`src/rtl/hazard_ctrl.sv`:
```
// hazard_ctrl: pipeline stall/flush sequencing for the 5-stage core, with a saturating stall counter.
module hazard_ctrl #(
  parameter int REG_W = 5,
  parameter int CNT_W = 32
) (
  input  logic             CLK,
  input  logic             nRST,
  input  logic             ihit,
  input  logic             dhit,
  input  logic             mem_dREN,
  input  logic             mem_dWEN,
  input  logic             mem_halt,
  input  logic             ex_dREN,
  input  logic [REG_W-1:0] ex_wsel,
  input  logic [REG_W-1:0] dec_rs,
  input  logic [REG_W-1:0] dec_rt,
  input  logic             dec_uses_rt,
  input  logic             ex_branch_taken,
  output logic             pc_en,
  output logic             fd_en,
  output logic             fd_zero,
  output logic             de_en,
  output logic             de_zero,
  output logic             em_en,
  output logic             em_zero,
  output logic             mw_en,
  output logic             mw_zero,
  output logic             halted,
  output logic [CNT_W-1:0] stall_cnt
);
  typedef enum logic [1:0] {RUN, DWAIT, HALT} state_t;
  // Control word layout: {pc_en, fd_en, fd_zero, de_en, de_zero, em_en, em_zero, mw_en, mw_zero}
  localparam logic [8:0] ADV   = 9'b1_10_10_10_10;
  localparam logic [8:0] HALTC = 9'b0_11_11_11_10;
  localparam logic [8:0] DSTL  = 9'b0_00_00_00_11;
  localparam logic [8:0] BR    = 9'b1_11_11_10_10;
  localparam logic [8:0] LU    = 9'b0_00_11_10_10;
  localparam logic [8:0] MISS  = 9'b0_11_10_10_10;
  state_t state, state_n;
  logic dreq, luse;
  logic [8:0] ctl, res;
  assign dreq = mem_dREN | mem_dWEN;
  assign luse = ex_dREN & (ex_wsel != '0) & ((ex_wsel == dec_rs) | (dec_uses_rt & (ex_wsel == dec_rt)));
  assign res  = ex_branch_taken ? BR : luse ? LU : !ihit ? MISS : ADV;
  assign {pc_en, fd_en, fd_zero, de_en, de_zero, em_en, em_zero, mw_en, mw_zero} = ctl;
  always_comb begin
    state_n = state;
    ctl = '0;
    case (state)
      RUN: begin
        ctl = mem_halt ? HALTC : (dreq & !dhit) ? DSTL : res;
        state_n = mem_halt ? HALT : (dreq & !dhit) ? DWAIT : RUN;
      end
      DWAIT: begin
        ctl = dhit ? res : DSTL;
        state_n = dhit ? RUN : DWAIT;
      end
      default: ctl = '0;
    endcase
    if (!nRST) ctl = '0;
  end
  always_ff @(posedge CLK or negedge nRST) begin
    if (!nRST) begin
      state <= RUN;
      halted <= 1'b0;
      stall_cnt <= '0;
    end else begin
      state <= state_n;
      halted <= (state_n == HALT);
      if (state != HALT && !pc_en && !(&stall_cnt)) stall_cnt <= stall_cnt + CNT_W'(1);
    end
  end
endmodule

```
`config.mk`:
```
export PLATFORM = sky130hd
export DESIGN_NAME = hazard_ctrl
export DESIGN_NICKNAME = d
export VERILOG_FILES = /design/src/rtl/hazard_ctrl.sv
export SDC_FILE = /design/constraint.sdc
export NUM_CORES = 1
export LEC_CHECK = 0
export ABC_AREA = 1
export CAP_MARGIN = 5
export CORE_MARGIN = 8
export CORE_UTILIZATION = 45
export DETAILED_ROUTE_END_ITERATION = 7
export PLACE_DENSITY = 0.74
export SLEW_MARGIN = 10
export SYNTH_ARGS = -nofsm -noshare
export SYNTH_HDL_FRONTEND = slang
export SYNTH_SLANG_ARGS = --single-unit
```
`constraint.sdc`:
```
create_clock -name CLK -period 4.25 [get_ports CLK]
set_input_delay 0.6375 -clock CLK [delete_from_list [all_inputs] [get_ports CLK]]
set_output_delay 0.6375 -clock CLK [all_outputs]
set_load 0.05 [all_outputs]
```
==> summary.md <==
| Metric | Value |
|---|---|
| Number of synthesized flops with an enable pin | 0 |
| Max-Cap Viols | 0 |
| GR Util All Layers | about 18% |
| Clock Tree Buf Depth | 2 |
| Via/cell ratio | 5.08 |
| Buf/Inv on CP | 2 |
| Clk_lat worst skew | 0.29 ns |
| R2R cell count | 9 |
| RSZ-0062 raised after global routing | false |
| Sequential share of the synthesized area | 33.4% |
| Final Hold Fails | 0 |
| Synthesized Nets | 420 |
| CP Max Fanout | 4 |
| Area of the multi-input gates | 0.00151 mm² |
| Synth Flop Type | dfrtp_1 |
| FF-to-FF Start | stall_cnt[0]$_DFFE_PN0P_ |
| Number of global-route vias before repair | 2616 |
| Final Max Tran Viols | 0 |
| Final Skew | 0.00548 ns |
| Total CTS buffers | 5 |
| Cells after Synth | approximately 400 |
| Status | finished clean |
| Fmax | 0.281 GHz |
| Power per cell area | roughly 180 mW/mm² |
| FP Rows | 28 |
| Clock Pin Slew Worst Setup and Hold Paths | 0.07 ns |
| First-pass GRT wire length | ~13 mm |
| First drt pass iteration count | 4 |
| Die ar. | between 0.008 and 0.009 mm² |
| Reg-to-reg slack, setup | 1.62 ns |
| Ratio of cells with drive above 1 in the final layout | 5.69% |
| CTS Sinks | 35 |
| Gp weighted congestion | 0.929 |
| Slew margin rel. | 55.3% |
| Area grow syn2layout | 30.1% |
| Post-Route WL | 7.52 mm |
| Die H | 92.4 µm |
| # H-tree levels | 2 |
| CP max-delay cell | clkdlybuf4s50_1 |
| Warnings, synthesis | 0 |
| Drt wl/cell | 14.1 µm |
| DRC Markers | 0 |
| Routed Antenna Nets | 0 |
| Post-layout min period | between 3 and 4 ns |
| Worst ir drop on vdd | 0.107 mV |
| Netlist Area Pre-Place | 0.00262 mm² |
| Crit-path cells | clkdlybuf4s50_1, o21ai_0, nor2_1, a22oi_1, nand2_1, nor2_1, o21ai_0, a21oi_1, clkdlybuf4s50_1 |
| Worst slew pin tran | between 0.6 and 0.7 ns |
| CTS tree | done |
| DP Worst Slack | 0.704 ns |
| Data arrival, critical path | 2.92 ns |
| Initial core utilization | 45.4% |
| Post_cts resized | 0 |
| Nets | about 480 |
| Pin count of the biggest net entering global routing | 36 |
| Mean Syn Cell Area | 6.66 µm² |
| Post-synth cell types | 27 |
| Critical Path Max Stage Delay | 0.82 ns |
| Filler cells | 557 |
| IO buf count | 66 |
| Ys async rst share | 100% |
| Setup tns final | 0 ns |
| # IOs | 67 |
| Die X-Extent | 92.4 µm |
| Initial antenna violation count | 0 |
| Endpoint class of the critical path | output port |
| Hold crit path type | primary input to async pin |
| Count of final setup violators | 0 |
| Core area | 0.00578 mm² |
| Crit path max-delay family | buffers and inverters |
| Post CTS Setup Buffer Count | 0 |
| First-iteration detailed-routing DRC count | 210 |
| Reg area | 876 µm² |
| Final HPWL from detailed placement | 5.79 mm |
| Leak pwr | 1.64 nW |
| Fin worst setup slack | roughly 0.69 ns |
| Ant diodes | 0 |
| Hold-fix buffers, CTS | 0 |
| Worst Path Class, Setup | primary input to output port |
| Vias post-DR | 2704 |
| CP startpoint kind | primary input |
| Worst r2r dst | stall_cnt[25]$_DFFE_PN0P_ |
| Worst path required time | roughly 3.6 ns |
| Total gr overflow | 0 |
| Synth Register Bits | 35 |
| CTS Root Cell | clkbuf_8 |
| Fin crit share | 83.8% |
[registers in the layout (all words and copies together) (netlist names)]
register   cells
stall_cnt     32
state          2
halted         1
[power breakdown]
group	internal, mW	total [mW]	switching (mW)	leakage, nW
registers	0.333	0.333	0	0.464
logic	0.0265	0.0498	0.0233	1.13
clock network	0.127	0.247	0.120	0.0470
[cell families (layout without fill, tap and decap cells)]
family                     count (synthesis)  count (layout)  synth area share [%]
AOI/OAI and AO/OA                          8               8                  1.81
xor gates and xnor gates                  31              31                  10.3
adders and majority gates                  1               1                 0.477
buffers and inverters                     59             122                  9.20
DFF                                       35              35                  33.4
and+or+nand+nor                          260             260                  44.8
[routing by layer]
layer / track usage, % / share of wire (%) / vias to the layer above
met5: 0 / 0 / -
met4: 4.30 / 1.1 / 0
met3: 4.21 / 6.7 / 7
met2: 30.4 / 49 / 81
met1: 22.5 / 43 / 1240
li1: - / - / 1376
[stage by stage]
stage / power (mW) / instances / hold slack (ns) / cell area (µm²) / utilization [%]
after floorplan: 0.355 / 394 / 0.342 / 2620 / -
after global placement: 0.388 / 525 / 0.506 / 3330 / 57.6
after global routing: 0.653 / 532 / 0.445 / 3410 / 59.1
after CTS: 0.636 / 532 / 0.404 / 3410 / 59.1
after detailed placement: 0.390 / 525 / 0.513 / 3330 / 57.6
final: 0.630 / 532 / 0.382 / 3410 / 59.1
[cells in the final DEF, fill, tap and decap left out, drive strengths merged]
cell / n
a21boi: 2
a21oi: 1
a22oi: 1
buf: 4
clkbuf: 6
clkdlybuf4s50: 65
clkinv: 1
dfrtp: 35
ha: 1
inv: 46
nand2: 152
nand3: 5
nand3b: 2
nand4: 38
nor2: 50
nor3: 12
nor4: 1
o21ai: 4
xnor2: 12
xor2: 19
[cells in the mapped netlist, types with 2 or more instances]
master | number | area, µm²
dfrtp_1 | 35 | 876
o21ai_0 | 4 | 20.0
nand2_2 | 2 | 12.5
inv_1 | 43 | 161
nand4_1 | 37 | 231
nor3_2 | 3 | 30.0
xnor2_1 | 12 | 105
buf_4 | 4 | 30.0
clkbuf_1 | 5 | 18.8
inv_2 | 3 | 11.3
xor2_1 | 19 | 166
nand3_1 | 3 | 15.0
nor3_1 | 8 | 40.0
nand2_1 | 150 | 563
a21boi_0 | 2 | 15.0
buf_2 | 4 | 20.0
nor2_1 | 48 | 180
nand3_2 | 2 | 20.0
nand3b_1 | 2 | 15.0
[layout make-up]
type                            instances  area share [%]
Sequential cell                        35            25.7
Inverter                               46            5.06
Tap cell                               75            2.75
Clock inverter                          1           0.147
Clock buffer                            6            2.42
Multi-Input combinational cell        300            44.1
Timing Repair Buffer                   69            19.9
[worst max-delay path by stage]
| stage | from | end | slack [ns] | cells after the start |
|---|---|---|---|---|
| 2_1_floorplan | mem_dWEN | de_zero | 0.51 | 6 |
| 3_3_place_gp | dhit | fd_zero | 0.79 | 10 |
| 3_5_place_dp | dhit | fd_zero | 0.70 | 10 |
| 4_1_cts | dhit | fd_zero | 0.70 | 10 |
| 5_1_grt | dhit | fd_zero | 0.43 | 10 |
| 6_report | mem_dWEN | fd_zero | 0.69 | 9 |
No activity file was read; power rests on OpenSTA's default activity.
==> RTL change 1: new RTL, same settings <==
`REG_W`: 5 -> 10.
--- a/src/rtl/hazard_ctrl.sv
+++ b/src/rtl/hazard_ctrl.sv
@@ -1,6 +1,6 @@
 // hazard_ctrl: pipeline stall/flush sequencing for the 5-stage core, with a saturating stall counter.
 module hazard_ctrl #(
-  parameter int REG_W = 5,
+  parameter int REG_W = 10,
   parameter int CNT_W = 32
 ) (
   input  logic             CLK,
Interface: changed (resized dec_rs, dec_rt and ex_wsel); port bits go from 67 to 82. The function was not compared with the original's and may differ.
==> RTL change 1 against the unedited design <==
Synthesized cell count is 9.4% higher; via count is 11% higher; routed wire length is 17% higher; clock skew is 0.0032 ns higher; highest routed layer unchanged; count of clock-buffer cells in the layout stayed put; critical path type unchanged; sequential cell count stayed put; maximum frequency is 10% higher; non-clock buffer count is 16 higher; synthesized area is 6.0% higher; power is 16% higher; worst setup slack better by 0.34 ns; final area is 11% higher; sequential power hardly changed.
==> RTL change 1: results (changes against the unedited design) <==
Status
  – Outcome: finished, final reports clean

Cells and area
  – Final #Nets: 551 (+14%)
  – Non-filler cells, final: 586 (+10%)
  – Fraction of layout cells with a size suffix above 1: 5.28% (-0.41 points)
  – Synthesis-to-layout area growth: 36.9%

STA
  – Worst-Margin Slew: 0.636 ns (-0.0340 ns)
  – Hold slack: 0.530 ns (+0.149 ns)
  – Tcrit/Tclk final: 75.9% (-7.9 points)
  – Final worst setup slack: 1.02 ns (+0.336 ns)
  – Clock skew: 0.00865 ns (+0.00317 ns)

Synth
  – Post-synthesis sequential area ratio: 31.5% (-1.9 points)
  – Netlist cell types: 31 (+15%)
  – Synthesized Nets: 472 (+12%)
  – Mapped Avg Cell Area: 6.45 um2 (-3.1%)
  – Synth top cells by count: 154 x nand2_1, 56 x inv_1, 44 x nor2_1
  – Most common cell in the netlist: nand2_1

Setup path
  – Largest stage delay, worst path: 0.41 ns (-0.41 ns)
  – Setup slack, reg-to-reg: 1.93 ns (+0.31 ns)
  – Critical path arrival: 2.59 ns (-0.33 ns)
  – Delay-heaviest family, CP: compound AO/OA/AOI/OAI gates

Drt
  – Via density per instance: 5.13 (+0.92%)
  – Initial DRC Count: 175 (-17%)

Place
  – DP Wirelength: 6.86 mm (+18%)
  – Placed cell area: 3690 um2 (+11%)
  – Worst slack at placement: 1.05 ns (+0.347 ns)
  – GP Congestion: 0.929 (about the same)
  – Port-buffer cells: 81 (+23%)

Worst hold path
  – HP Class: reg -> reg

CTS
  – Post CTS Setup Buffer Count: 0 (unchanged)

GRT
  – Vias in the first global route: 2897 (+11%)
  – Tot GR Track Use: 19.6% (+1.6 points)
  – First-pass GRT wire length: 14.1 mm (+11%)

Power and ir drop
  – Leak Pwr: 1.87 nW (+14%)
-- RTL change 1: cell types whose count changed after synthesis, sizes merged, moves of 2 or more --
cell | before | now
xor2 | 19 | 22
buf | 8 | 10
nand3 | 5 | 17
o21ai | 4 | 2
nand4 | 38 | 43
nor2 | 50 | 45
nor3 | 12 | 18
clkbuf | 5 | 3
nand2 | 152 | 155
inv | 46 | 57
-- RTL change 1: layer usage --
| layer | part of all wire, % | wire, um | GRT usage (%) |
|---|---|---|---|
| met5 | 0 | 0 | 0 |
| met1 | 46 | 4050 | 25.6 |
| met2 | 46 | 4050 | 32.3 |
| met3 | 5.9 | 522 | 3.41 |
| met4 | 1.8 | 155 | 5.59 |
-- RTL change 1: cell type report --
| class | instances | share of cell area (%) |
|---|---|---|
| Inverter | 58 | 5.72 |
| Sequential cell | 35 | 23.0 |
| Multi-Input combinational cell | 325 | 42.2 |
| Tap cell | 75 | 2.47 |
| Clock inverter | 2 | 0.921 |
| Clock buffer | 6 | 2.17 |
| Timing Repair Buffer | 85 | 23.5 |
-- RTL change 1: path summary, 6_finish.rpt --
check | from | endpoint | depth (start not counted)
setup / recovery | mem_dWEN | de_zero | 8
hold / removal | stall_cnt[9] | stall_cnt[9] | 2
setup reg to reg | stall_cnt[0] | stall_cnt[15] | 9
hold reg to reg | stall_cnt[9] | stall_cnt[9] | 2
max in group asynchronous | nRST | stall_cnt[26] | 2
min in group asynchronous | nRST | stall_cnt[7] | 2
-- RTL change 1: logic make-up after synthesis --
family                     Yosys count  synth area share, %
adders and majority gates            1                0.450
and+or+nand+nor                    281                 44.6
xor gates and xnor gates            33                 10.4
buffers and inverters               71                 10.7
DFF                                 35                 31.5
AOI/OAI and AO/OA                   10                 2.30
-- RTL change 1: tightest hold or removal path, stage by stage (launching register included) --
cell and delay [ns]:
dfrtp_1 0.39, nand2_1 0.07, nand2_1 0.05
-- RTL change 1: power breakdown --
group | internal, mW | total, mW | switching, mW
clock network | 0.190 | 0.316 | 0.126
registers | 0.333 | 0.333 | 0
logic | 0.0448 | 0.0798 | 0.0350
==> RTL change 2: new RTL, same settings <==
Made on the original files. Reset style: synchronous (`nRST`), changed in one clocked block.
--- a/src/rtl/hazard_ctrl.sv
+++ b/src/rtl/hazard_ctrl.sv
@@ -59,7 +59,7 @@
     endcase
     if (!nRST) ctl = '0;
   end
-  always_ff @(posedge CLK or negedge nRST) begin
+  always_ff @(posedge CLK) begin
     if (!nRST) begin
       state <= RUN;
       halted <= 1'b0;
Behaviour: differs if nRST is asserted again (counterexample within 4 cycles, from zero or initial values and one cycle with nRST low); with nRST held inactive, the same outputs for 10 cycles.
==> RTL change 2 against the unedited design <==
Count of clock-buffer cells in the layout rose by 1; utilization rose by 0.93 points; via count fell by 0.78%; final area fell by 4.4%; synthesized area fell by 4.6%; worst setup slack got worse by 0.027 ns; routed wire length fell by 8.3%; sequential cell count did not move.
Power is not compared: it rests on default switching activity, and its combinational part moved more than twofold at a synthesized area within 25%.
==> RTL change 2: results (changes against the unedited design) <==
Cells and area
  – Signal buf overhead: 20.6% (+0.77 points)
  – Count of multi-input gates: 306 (+2.0%)
  – Non-filler cells, final: 531 (-0.19%)
  – Seq area share: 21.5% (-4.2 points)
  – Signal inverters: 42 (-8.7%)
  – Fraction of layout cells with a size suffix above 1: 8.28% (+2.6 points)
  – Clock network area share: 2.49% (-0.073 points)
  – Multi-input combinational area share: 47.8% (+3.7 points)
  – CLK BUF: 7 (+1)

Place
  – Worst slack at placement: 0.673 ns (-0.0313 ns)
  – DP Wirelength: 5.34 mm (-7.7%)
  – Placed cell area: 3180 um2 (-4.4%)

Status
  – Outcome: finished, final reports clean

Synth
  – Synth top cells by count: 113 x nand2_1, 43 x nor2_1, 39 x inv_1
  – Mapped Avg Cell Area: 6.31 um2 (-5.3%)
  – Netlist cell types: 28 (+3.7%)
  – Post-synthesis sequential area ratio: 28.0% (-5.4 points)

Setup path
  – FF-to-FF path depth: 11 (+2)
  – Reg2Reg Capture Point: stall_cnt[9]
  – Critical path arrival: 2.95 ns (+0.03 ns)
  – Setup slack, reg-to-reg: 1.81 ns (+0.19 ns)

STA
  – Clock skew: 0.00820 ns (+0.00272 ns)
  – Max-slew headroom: 61.7% (+6.4 points)
  – Fin crit period: 3.59 ns (+0.0272 ns)

GRT
  – Largest net degree at the start of global routing: 38 (+5.6%)
## RTL change 2: logic make-up (layout without fill, tap and decap cells)
kind of cell | after synthesis | after routing | share of synthesized area, %
AND/OR/NAND/NOR | 234 | 234 | 41.2
buffers and inverters | 56 | 118 | 9.70
AO/OA/AOI/OAI | 40 | 40 | 9.79
flip-flops | 35 | 35 | 28.0
XOR/XNOR | 31 | 31 | 10.8
adder cells (fa/ha/maj) | 1 | 1 | 0.500
## RTL change 2: power by group
group	switching, mW	total, mW	internal (mW)
clock	0.120	0.235	0.115
sequential	0.00752	0.342	0.335
combinational	0.126	0.190	0.0638
## RTL change 2: metal layers
| layer | global-route usage, % | wire, um | up-vias |
|---|---|---|---|
| li1 | - | - | 1388 |
| met1 | 21.9 | 3190 | 1217 |
| met2 | 27.0 | 3250 | 68 |
| met3 | 3.49 | 341 | 10 |
| met4 | 5.41 | 108 | 0 |
| met5 | 0 | 0 | - |
